--- src/rtl/boot_rom_fetch_port.sv ---
// Instruction-fetch front end for the boot pROM: valid/ready request channel,
// one-cycle ROM read stage and a credit-limited in-order response FIFO.
module boot_rom_fetch_port #(
    parameter logic [31:0] BASE_ADDR = 32'h0000_0000,
    parameter int          ADDR_W    = 10,
    parameter int          DATA_W    = 32,
    parameter int          RSP_DEPTH = 2
) (
    input  logic              clk,
    input  logic              reset_n,
    input  logic              flush,
    input  logic              req_valid,
    output logic              req_ready,
    input  logic [31:0]       req_addr,
    output logic              rsp_valid,
    input  logic              rsp_ready,
    output logic [DATA_W-1:0] rsp_data,
    output logic              rsp_err,
    output logic              rom_ce,
    output logic              rom_oce,
    output logic              rom_reset,
    output logic [ADDR_W-1:0] rom_ad,
    input  logic [DATA_W-1:0] rom_dout
);

    localparam int PTR_W = (RSP_DEPTH > 1) ? $clog2(RSP_DEPTH) : 1;
    localparam int CNT_W = $clog2(RSP_DEPTH + 1);
    localparam logic [32:0]      WIN_LO   = {1'b0, BASE_ADDR};
    localparam logic [32:0]      WIN_HI   = WIN_LO + (33'd4 << ADDR_W);
    localparam logic [PTR_W-1:0] PTR_LAST = PTR_W'(RSP_DEPTH - 1);
    localparam logic [CNT_W:0]   DEPTH_C  = (CNT_W + 1)'(RSP_DEPTH);

    logic              pending_q, pending_d;
    logic              pend_err_q, pend_err_d;
    logic              rsp_valid_q, rsp_valid_d;
    logic [CNT_W-1:0]  count_q, count_d;
    logic [PTR_W-1:0]  wr_ptr_q, wr_ptr_d;
    logic [PTR_W-1:0]  rd_ptr_q, rd_ptr_d;
    logic [DATA_W-1:0] mem_data_q [RSP_DEPTH];
    logic [DATA_W-1:0] mem_data_d [RSP_DEPTH];
    logic              mem_err_q  [RSP_DEPTH];
    logic              mem_err_d  [RSP_DEPTH];

    logic              addr_ok_s;
    logic              pop_s;
    logic              push_s;
    logic              fire_s;
    logic              req_ready_s;
    logic [CNT_W:0]    occupancy_s;

    function automatic logic [PTR_W-1:0] ptr_inc(input logic [PTR_W-1:0] p);
        if (p == PTR_LAST) begin
            return {PTR_W{1'b0}};
        end else begin
            return p + PTR_W'(1);
        end
    endfunction

    // Handshake decode; occupancy counts the in-flight read so the FIFO can never overflow.
    always_comb begin
        addr_ok_s   = (req_addr[1:0] == 2'b00)
                    && ({1'b0, req_addr} >= WIN_LO)
                    && ({1'b0, req_addr} <  WIN_HI);
        pop_s       = rsp_valid_q & rsp_ready;
        occupancy_s = (CNT_W + 1)'(pending_q) + {1'b0, count_q} - (CNT_W + 1)'(pop_s);
        req_ready_s = reset_n & ~flush & (occupancy_s < DEPTH_C);
        fire_s      = req_valid & req_ready_s;
        push_s      = pending_q & ~flush;
    end

    // Next-state for the read stage and the response FIFO.
    always_comb begin
        pending_d  = fire_s;
        pend_err_d = ~addr_ok_s;
        mem_data_d = mem_data_q;
        mem_err_d  = mem_err_q;
        wr_ptr_d   = wr_ptr_q;
        rd_ptr_d   = rd_ptr_q;
        count_d    = count_q;
        if (flush) begin
            wr_ptr_d = {PTR_W{1'b0}};
            rd_ptr_d = {PTR_W{1'b0}};
            count_d  = {CNT_W{1'b0}};
        end else begin
            if (push_s) begin
                mem_data_d[wr_ptr_q] = pend_err_q ? {DATA_W{1'b0}} : rom_dout;
                mem_err_d[wr_ptr_q]  = pend_err_q;
                wr_ptr_d             = ptr_inc(wr_ptr_q);
            end else begin
                wr_ptr_d = wr_ptr_q;
            end
            if (pop_s) begin
                rd_ptr_d = ptr_inc(rd_ptr_q);
            end else begin
                rd_ptr_d = rd_ptr_q;
            end
            count_d = count_q + CNT_W'(push_s) - CNT_W'(pop_s);
        end
        rsp_valid_d = (count_d != {CNT_W{1'b0}});
    end

    // State registers with synchronous active-low reset.
    always_ff @(posedge clk) begin
        if (!reset_n) begin
            pending_q   <= 1'b0;
            pend_err_q  <= 1'b0;
            rsp_valid_q <= 1'b0;
            count_q     <= {CNT_W{1'b0}};
            wr_ptr_q    <= {PTR_W{1'b0}};
            rd_ptr_q    <= {PTR_W{1'b0}};
            for (int i = 0; i < RSP_DEPTH; i++) begin
                mem_data_q[i] <= {DATA_W{1'b0}};
                mem_err_q[i]  <= 1'b0;
            end
        end else begin
            pending_q   <= pending_d;
            pend_err_q  <= pend_err_d;
            rsp_valid_q <= rsp_valid_d;
            count_q     <= count_d;
            wr_ptr_q    <= wr_ptr_d;
            rd_ptr_q    <= rd_ptr_d;
            mem_data_q  <= mem_data_d;
            mem_err_q   <= mem_err_d;
        end
    end

    assign req_ready = req_ready_s;
    assign rsp_valid = rsp_valid_q;
    assign rsp_data  = mem_data_q[rd_ptr_q];
    assign rsp_err   = mem_err_q[rd_ptr_q];
    assign rom_ce    = fire_s & addr_ok_s;
    assign rom_oce   = 1'b1;
    assign rom_reset = ~reset_n;
    assign rom_ad    = req_addr[ADDR_W+1:2];

endmodule
--- config.mk ---
export PLATFORM = sky130hd
export DESIGN_NAME = boot_rom_fetch_port
export DESIGN_NICKNAME = d
export VERILOG_FILES = /design/src/rtl/boot_rom_fetch_port.sv
export SDC_FILE = /design/constraint.sdc
export NUM_CORES = 1
export LEC_CHECK = 0
export ABC_AREA = 1
export CORE_UTILIZATION = 40
export CTS_BUF_LIST = sky130_fd_sc_hd__clkbuf_8
export CTS_CLUSTER_DIAMETER = 60
export DETAILED_ROUTE_END_ITERATION = 10
export PLACE_DENSITY = 0.72
export SYNTH_ARGS = -nofsm -noshare
export SYNTH_HDL_FRONTEND = slang
export SYNTH_SLANG_ARGS = --single-unit
export TNS_END_PERCENT = 10
--- constraint.sdc ---
create_clock -name clk -period 2.48 [get_ports clk]
set_clock_uncertainty 0.05 [all_clocks]
set_input_delay 0.496 -clock clk [delete_from_list [all_inputs] [get_ports clk]]
set_output_delay 0.496 -clock clk [all_outputs]
set_load 0.05 [all_outputs]
# Word-level counts from Yosys, hierarchy flattened
# Cells that the tools add are included.
[totals]
regBits = 73
latch_bits = 0
ram_bits = 0
rom_bits = 0
input_bits = 69
out_inout_bits = 48
elab_cells = 54
memories = 0
[classes]
n_addsub = 6
n_mul = 0
n_div = 0
order_cmp = 5
eq_ne = 0
shift = 0
muxes = 16
bitwise = 11
reduce_logical = 6
[ops]
columns = ["cell", "n"]
rows = [
  ["32-bit 2-to-1 mux", 5],
  ["64-bit bitwise mux", 1],
  ["32-bit demux with 1-bit select", 1],
  ["32-bit by 13-bit < comparator with 1-bit output, second input constant", 1],
  ["1-bit bitwise AND", 6],
  ["1-bit 2-to-1 mux", 6],
  ["2-bit greater-or-equal comparator, second input constant", 2],
  ["1-bit inverter with 2-bit output", 2],
  ["1-bit by 2-bit adder with 3-bit output", 1],
  ["3-bit by 2-bit < comparator with 1-bit output, second input constant", 1],
  ["1-bit inverter", 3],
  ["3-bit by 1-bit subtractor with 3-bit output", 1],
  ["1-bit adder, second input constant", 2],
  ["2-bit by 1-bit adder with 2-bit output", 1],
  ["2-bit bitwise mux", 1],
  ["1-bit logical AND", 2],
  ["2-bit logical NOT", 1],
  ["2-bit by 1-bit < comparator with 1-bit output, second input constant", 1],
  ["2-bit 2-to-1 mux", 1],
  ["2-bit AND reduction", 1],
  ["2-bit nonzero test", 1],
  ["2-bit OR reduction", 1],
  ["2-bit by 1-bit subtractor with 2-bit output", 1],
  ["1-bit demux with 1-bit select", 1],
]

# Depth between registers and ports, before layout
# Gate-level depths: netlist (run 1).
[logic_depth]
ltp_word = 6
ltp_mapped = 9
mapped_depth_nobuf = 9

# Worst setup path after synthesis (run 1)
# Ideal clock, no wire load.
[synth_timing]
kind = "reg2out"
start = "register rsp_valid_q (netlist: rsp_valid)"
end = "output port req_ready"
arrival_ns = 2.699
required_ns = 1.934
path_slack_ns = -0.765
stages_incl_launch_ff = 7
path_buffers = 0
cell_sequence = "dfxtp_1 > nand2_1 > nor2_1 > o21ai_0 > fa_1 > inv_1 > nor3_1"
[synth_between]
elab_chain_cells = 4
[synth_lines]
columns = ["item", "line_no", "text"]
rows = [
  ["from (decl)", "35", "logic rsp_valid_q, rsp_valid_d;"],
  ["from (signal assigned)", "118", "rsp_valid_q <= rsp_valid_d;"],
  ["1-bit bitwise AND", "64", "pop_s = rsp_valid_q & rsp_ready;"],
  ["3-bit by 1-bit subtractor with 3-bit output", "65", "occupancy_s = (CNT_W + 1)'(pending_q) + {1'b0, count_q} - (CNT_W + 1)'(pop_s);"],
  ["3-bit by 2-bit < comparator with 1-bit output", "66", "req_ready_s = reset_n & ~flush & (occupancy_s < DEPTH_C);"],
  ["1-bit bitwise AND", "66", ""],
  ["to (decl)", "13", "output logic req_ready,"],
]
# No other way between the ends.

# Worst setup path after layout (run 1)
[layout_timing]
start = "register rsp_valid_q (netlist: rsp_valid)"
end = "output port rom_ce"
[layout_between]
elab_chain_cells = 6
[layout_lines]
columns = ["item", "line_no", "text"]
rows = [
  ["1-bit bitwise AND", "64", ""],
  ["3-bit by 1-bit subtractor with 3-bit output", "65", ""],
  ["3-bit by 2-bit < comparator with 1-bit output", "66", ""],
  ["1-bit bitwise AND", "66", ""],
  ["1-bit bitwise AND", "67", "fire_s = req_valid & req_ready_s;"],
  ["1-bit bitwise AND", "131", "assign rom_ce = fire_s & addr_ok_s;"],
  ["to (decl)", "19", "output logic rom_ce,"],
]
# No other way between the ends.

==> results of run 1 <==
-- registers in the layout (all words and copies together) (netlist names) --
| signal | count |
|---|---|
| count_q | 2 |
| mem_err_q | 2 |
| pending_q | 1 |
| rd_ptr_q | 1 |
| mem_data_q | 64 |
| rsp_valid | 1 |
| pend_err_q | 1 |
| wr_ptr_q | 1 |
-- through the flow --
| stage | power, mW | hold WS (ns) | std cells |
|---|---|---|---|
| 5_1_grt | 2.84 | 0.424 | 693 |
| 2_1_floorplan | 1.46 | 0.374 | 504 |
| 4_1_cts | 2.75 | 0.403 | 693 |
| 6_report | 2.73 | 0.398 | 693 |
| 3_3_place_gp | 1.62 | 0.384 | 676 |
| 3_5_place_dp | 1.63 | 0.391 | 676 |
-- cell type report --
cell class | count | area share [%]
Clock inverter | 6 | 2.13
Tap cell | 105 | 2.63
Timing Repair Buffer | 108 | 27.7
Sequential cell | 73 | 29.4
Multi-Input combinational cell | 313 | 29.4
Clock buffer | 10 | 2.76
Inverter | 78 | 5.92
-- synth_stat cells, types with 2 or more instances --
| master | n |
|---|---|
| nor2_1 | 98 |
| nand2_1 | 63 |
| clkbuf_1 | 11 |
| inv_2 | 3 |
| o21ai_1 | 13 |
| o21ai_0 | 81 |
| nand3_1 | 2 |
| buf_4 | 11 |
| buf_2 | 16 |
| ha_1 | 2 |
| nor2_2 | 3 |
| a21oi_1 | 43 |
| dfxtp_1 | 73 |
| inv_1 | 75 |
-- worst paths after layout --
| path | startpoint | to | slack (ns) | cells after the start |
|---|---|---|---|---|
| worst max-delay path | rsp_valid | rom_ce | -0.12 | 10 |
| worst min-delay path | mem_data_q[3] | mem_data_q[3] | 0.40 | 2 |
| worst max register to register | rsp_valid | pending_q | 0.88 | 9 |
| worst min register to register | mem_data_q[3] | mem_data_q[3] | 0.40 | 2 |
-- what timing repair did --
action / in CTS / in global routing
setup buffers: 1 / 0
pin swaps: 10 / 8
gates resized for setup: 13 / 3
cloned: 0 / 0
setup endpoints to repair: 2 / 2
-- kinds of logic after synthesis --
group | Yosys count
AO/OA/AOI/OAI | 137
XOR/XNOR | 2
adder cells (fa/ha/maj) | 3
buffers and inverters | 118
flip-flops | 73
other | 1
AND/OR/NAND/NOR | 170
-- power breakdown --
group / internal (mW) / switching [mW] / leakage [nW]
registers: 1.19 / 0.0114 / 0.593
logic: 0.195 / 0.203 / 1.43
clock network: 0.690 / 0.434 / 0.124
total: 2.08 / 0.648 / 2.15
-- worst register-to-register path, delay by kind of cell, from the launching register on --
family	cells	cell delay (ns)
simple gates	4	0.40
fa+ha+maj	1	0.53
compound gates	1	0.06
flops	1	0.35
buf+inv	3	0.15
-- metal layers --
layer	wire, microns	track usage, %	up-vias
met1	3280	22.0	1508
met5	0	0	-
met2	4260	36.9	103
met3	544	4.94	15
li1	-	-	1706
met4	133	8.59	0
==> results.ini, run 1 <==
[timing]
final_max_slew_viol_count=0
fmax_ghz=0.385
min_period_over_period_pct=105
tightest_slew_ns=0.526
fin_crit_ns=2.60
hold_viol=0
fin_ws_ns=-0.120
fin_setup_tns_ns=-0.149
rsz0062_at_grt=true
timing.slew.headroom_pct=64.9
setup_viol=2

[global_routing]
grt_max_degree=63
grt_use_total_pct=20.2
grt_pass1_wl_microns=13900
grt-ovfl-total=0
antenna_found_initial=0
grt_pass1_vias=3234

[placement]
pre_cts_ws_ns=-0.450
dpl_cell_area_sq_um=4700
place_congestion=0.721
port_buffers=95
hpwl_microns=5730

[detailed_routing]
vias_per_cell=4.81
num_vias=3332
first_pass_iters=4
drc=0
drt_iter0_drc=143
route.detailed.wl_per_inst_microns=11.9
routed_wl_microns=8220
drtAntennaViolNets=0

[synth]
syn_inst=504
synth-edff-count=0
ys_seq_elements=73
ys_seq_area_share_pct=43.2
synth_top_area_cell=dfxtp_1
yosys.area_share.simple_pct=19.5
synth-xor-area-share_pct=0.518
yosys-top-cells-area=dfxtp_1, o21ai_0, nor2_1
yosys.cell_types.count=24
synth_ff_type=dfxtp_1
synth_top_area_share_pct=43.2
synth_area_sq_um=3380
syn-num-nets=576
synth-compound-area-share_pct=20.3
ys_warn_count=0
synth_top_family_by_area=compound AO/OA/AOI/OAI gates
async_reset_ff_share_pct=0
avgSynthCellArea_sq_um=6.71
synth_fa_ha_area_share_pct=1.33
muxShareOfSynthArea_pct=0

[layout]
fillCellCount=727
post-route-cell-area_sq_um=4990
area_delta_synth_final_pct=47.4
nNetsFinal=655
final_core_util_pct=60.7
drive_gt1_share_pct=15.0
multi_input_area_sq_um=1470
seq_area_sq_um=1470
layout_common_cells=nor2_1, o21ai_0, inv_1
layout_commonest_cell=nor2_1
antennaDiodeCount=0

[setup_path]
worst-path-buf-inv=3
critPathTopFamily=simple AND/OR/NAND/NOR gates
worstSetupPathType=reg2out
end_kind=output pin
cp_cell_sequence=nand2_4 > inv_4 > nor2_4 > o21ai_2 > fa_2 > inv_2 > nor2_1 > nand3b_1 > nor2_4 > buf_12
slowest_delay_ns=0.53
cp_data_arrival_time_ns=2.05
cp_slowest_cell=fa_2
required_ns=1.93
critPathLaunchType=flop
crit_top_cell=nor2_4
path_max_fanout=3

[cts]
clkSlewWorstSetupHoldPaths_ns=0.08
clock_sinks=73
cts_buffer_depth=2
cts_root_buf=clkbuf_8
cts_hold_buf=0
cts_buffers=9
cts_tree=built
htreeDepth=3
clock_latency_ns=0.34

[die]
start_util_pct=41.2
die-area_sq_um=8830
rows=33
core_sq_um=8220
dieWidth_microns=94.0
io_pins=117
fp.dieH_microns=94.0

[power]
power_leakage_nw=2.15
vdd_drop_max_mv=0.324
powerDensity_nw_per_um2=547

[hold_path]
hold_path_class=reg2reg

[outcome]
outcome=complete, but fails checks
violations=negative setup slack

[job]
max-cap-violations=0

Power figures use the tool's default switching activity.
==> inputs of run 2 (changes only) <==
--- a/config.mk
+++ b/config.mk
@@ -11,6 +11,7 @@
 export CTS_CLUSTER_DIAMETER = 60
 export DETAILED_ROUTE_END_ITERATION = 10
 export PLACE_DENSITY = 0.72
+export SLEW_MARGIN = 20
 export SYNTH_ARGS = -nofsm -noshare
 export SYNTH_HDL_FRONTEND = slang
 export SYNTH_SLANG_ARGS = --single-unit
==> results of run 2 <==
No change in the layout: final DEF, timing and power equal those of run 1.
==> inputs of run 3 (changes only) <==
--- a/config.mk
+++ b/config.mk
@@ -6,11 +6,11 @@
 export NUM_CORES = 1
 export LEC_CHECK = 0
 export ABC_AREA = 1
-export CORE_UTILIZATION = 40
+export CORE_UTILIZATION = 47
 export CTS_BUF_LIST = sky130_fd_sc_hd__clkbuf_8
 export CTS_CLUSTER_DIAMETER = 60
 export DETAILED_ROUTE_END_ITERATION = 10
-export PLACE_DENSITY = 0.72
+export PLACE_DENSITY = 0.83
 export SLEW_MARGIN = 20
 export SYNTH_ARGS = -nofsm -noshare
 export SYNTH_HDL_FRONTEND = slang
==> run 3 against run 2 <==
  * The run still ends with negative setup slack left
  * Sequential share of layout area is 0.22 points higher
  * Count of clock-buffer cells in the layout stayed put
  * Routed wire length is 1.3% higher
  * Cell count is 1.3% lower
  * First-iteration DRC count is 26% higher
  * Die area is 15% lower
  * Sequential power hardly changed
==> results.ini, run 3 (same netlist as run 1, synthesis figures left out) <==
[outcome]
outcome=complete, but fails checks
violations=negative setup slack

[power]
pwr-share-clk_pct=38.4
p_sw_share_pct=24.1
seq_power_share_pct=46.1
p_switching_mw=0.629
pwr-share-comb_pct=15.5
internal-power_mw=1.98
powerDensity_nw_per_um2=527
power_leakage_nw=2.15
report.power.total_mw=2.61
vdd_drop_max_mv=0.386

[setup_path]
cp_data_arrival_time_ns=2.11
required_ns=1.93
end_kind=output pin
critPathLaunchType=flop
path_max_fanout=3
worstSetupPathType=reg2out

[layout]
layout_common_cells=nor2_1, o21ai_0, inv_1
top_register=mem_data_q
largest_reg_flops=64
largestRegisters=mem_data_q x64, count_q x2, mem_err_q x2
nNetsFinal=655
area_delta_synth_final_pct=46.3
layout_commonest_cell=nor2_1
drive_gt1_share_pct=15.1
stdcell_count=684
antennaDiodeCount=0

[cts]
clock_latency_ns=0.34
cts_tree=built
clkSlewWorstSetupHoldPaths_ns=0.07
clock_sinks=73
cts_hold_buf=0
cts_root_buf=clkbuf_8
cts_buffers=9
htreeDepth=3
cts_buffer_depth=2

[die]
start_util_pct=49.3
dieWidth_microns=86.8
fp.dieH_microns=86.8
core_sq_um=6870
io_pins=117
die-area_sq_um=7540
rows=30

[global_routing]
grt_busiest_layer=met2
use_met3_pct=5.90
met1_usage_pct=25.3
grt_pass1_vias=3304
globalRouteMet2Util_pct=43.7
antenna_found_initial=0
grt_max_degree=63
grt-ovfl-total=0
grt_use_total_pct=23.9
grt_pass1_wl_microns=14000

[timing]
fmax_ghz=0.377
fin_crit_ns=2.65
fin_setup_tns_ns=-0.286
fin_ws_ns=-0.171
rsz0062_at_grt=true
timing.slew.headroom_pct=65.7
setup_viol=2
min_period_over_period_pct=107
tightest_slew_ns=0.515
hold_ws_ns=0.398
hold_viol=0
final_max_slew_viol_count=0

[job]
max-cap-violations=0

[detailed_routing]
drt_iter0_drc=180
vias_per_cell=4.92
routed_wl_microns=8330
first_pass_iters=4
route.detailed.wl_per_inst_microns=12.2
drc=0
drtAntennaViolNets=0
num_vias=3365

[hold_path]
hold_path_class=reg2reg

[placement]
place_congestion=0.736
dp_cells=667
port_buffers=95
hpwl_microns=5690

[run 3: power by group through the flow]
stage	sequential, mW	combinational, mW	clock [mW]
2_1_floorplan	1.23	0.235	0
3_3_place_gp	1.23	0.393	0
3_5_place_dp	1.23	0.401	0
4_1_cts	1.20	0.405	1.02
5_1_grt	1.20	0.434	1.07
6_report	1.20	0.404	1.00
[run 3: layer usage]
metal	part of all wire (%)	up-vias	wire, microns
li1	-	1707	-
met1	40	1524	3330
met2	51	109	4210
met3	6.3	25	522
met4	3.1	0	262
met5	0	-	0
[run 3: final timing paths]
| kind | start | endpoint | slack (ns) | cells past startpoint |
|---|---|---|---|---|
| max | rsp_valid | rom_ce | -0.17 | 10 |
| min | mem_data_q[48] | mem_data_q[48] | 0.40 | 2 |
| max reg2reg | rsp_valid | pending_q | 0.83 | 9 |
| min reg2reg | mem_data_q[48] | mem_data_q[48] | 0.40 | 2 |
[run 3: per-stage QoR]
| stage | cell area (sq um) | util, % | setup WS, ns |
|---|---|---|---|
| 6_report | 4950 | 72.0 | -0.171 |
| 5_1_grt | 4950 | 72.0 | -0.261 |
| 4_1_cts | 4940 | 72.0 | -0.136 |
| 3_5_place_dp | 4680 | 68.2 | -0.447 |
| 3_3_place_gp | 4680 | 68.2 | -0.383 |
| 2_1_floorplan | 3410 | - | 0.0114 |
[run 3: worst max-delay path, stage by stage (launching register included)]
cell and delay [ns]:
dfxtp_4 0.35, nand2_4 0.09, inv_4 0.04, nor2_4 0.10, o21ai_2 0.08, fa_2 0.53
inv_2 0.05, nor2_2 0.09, nand3b_1 0.14, nor2_4 0.15, buf_12 0.14
[run 3: cell type report]
type | instances | area (sq um)
inverter | 78 | 295
clock buffer | 10 | 138
timing repair buffer | 108 | 1380
tap | 96 | 120
multi-input combinational | 313 | 1470
clock inverter | 6 | 82.6
fill | 537 | 1920
sequential | 73 | 1470
[run 3: repair_timing]
item | CTS | global route
buffers inserted | 1 | 0
resized for setup | 14 | 2
endpoints found under the setup margin | 2 | 2
hold endpoints to repair | 0 | 0
pin swaps | 9 | 5
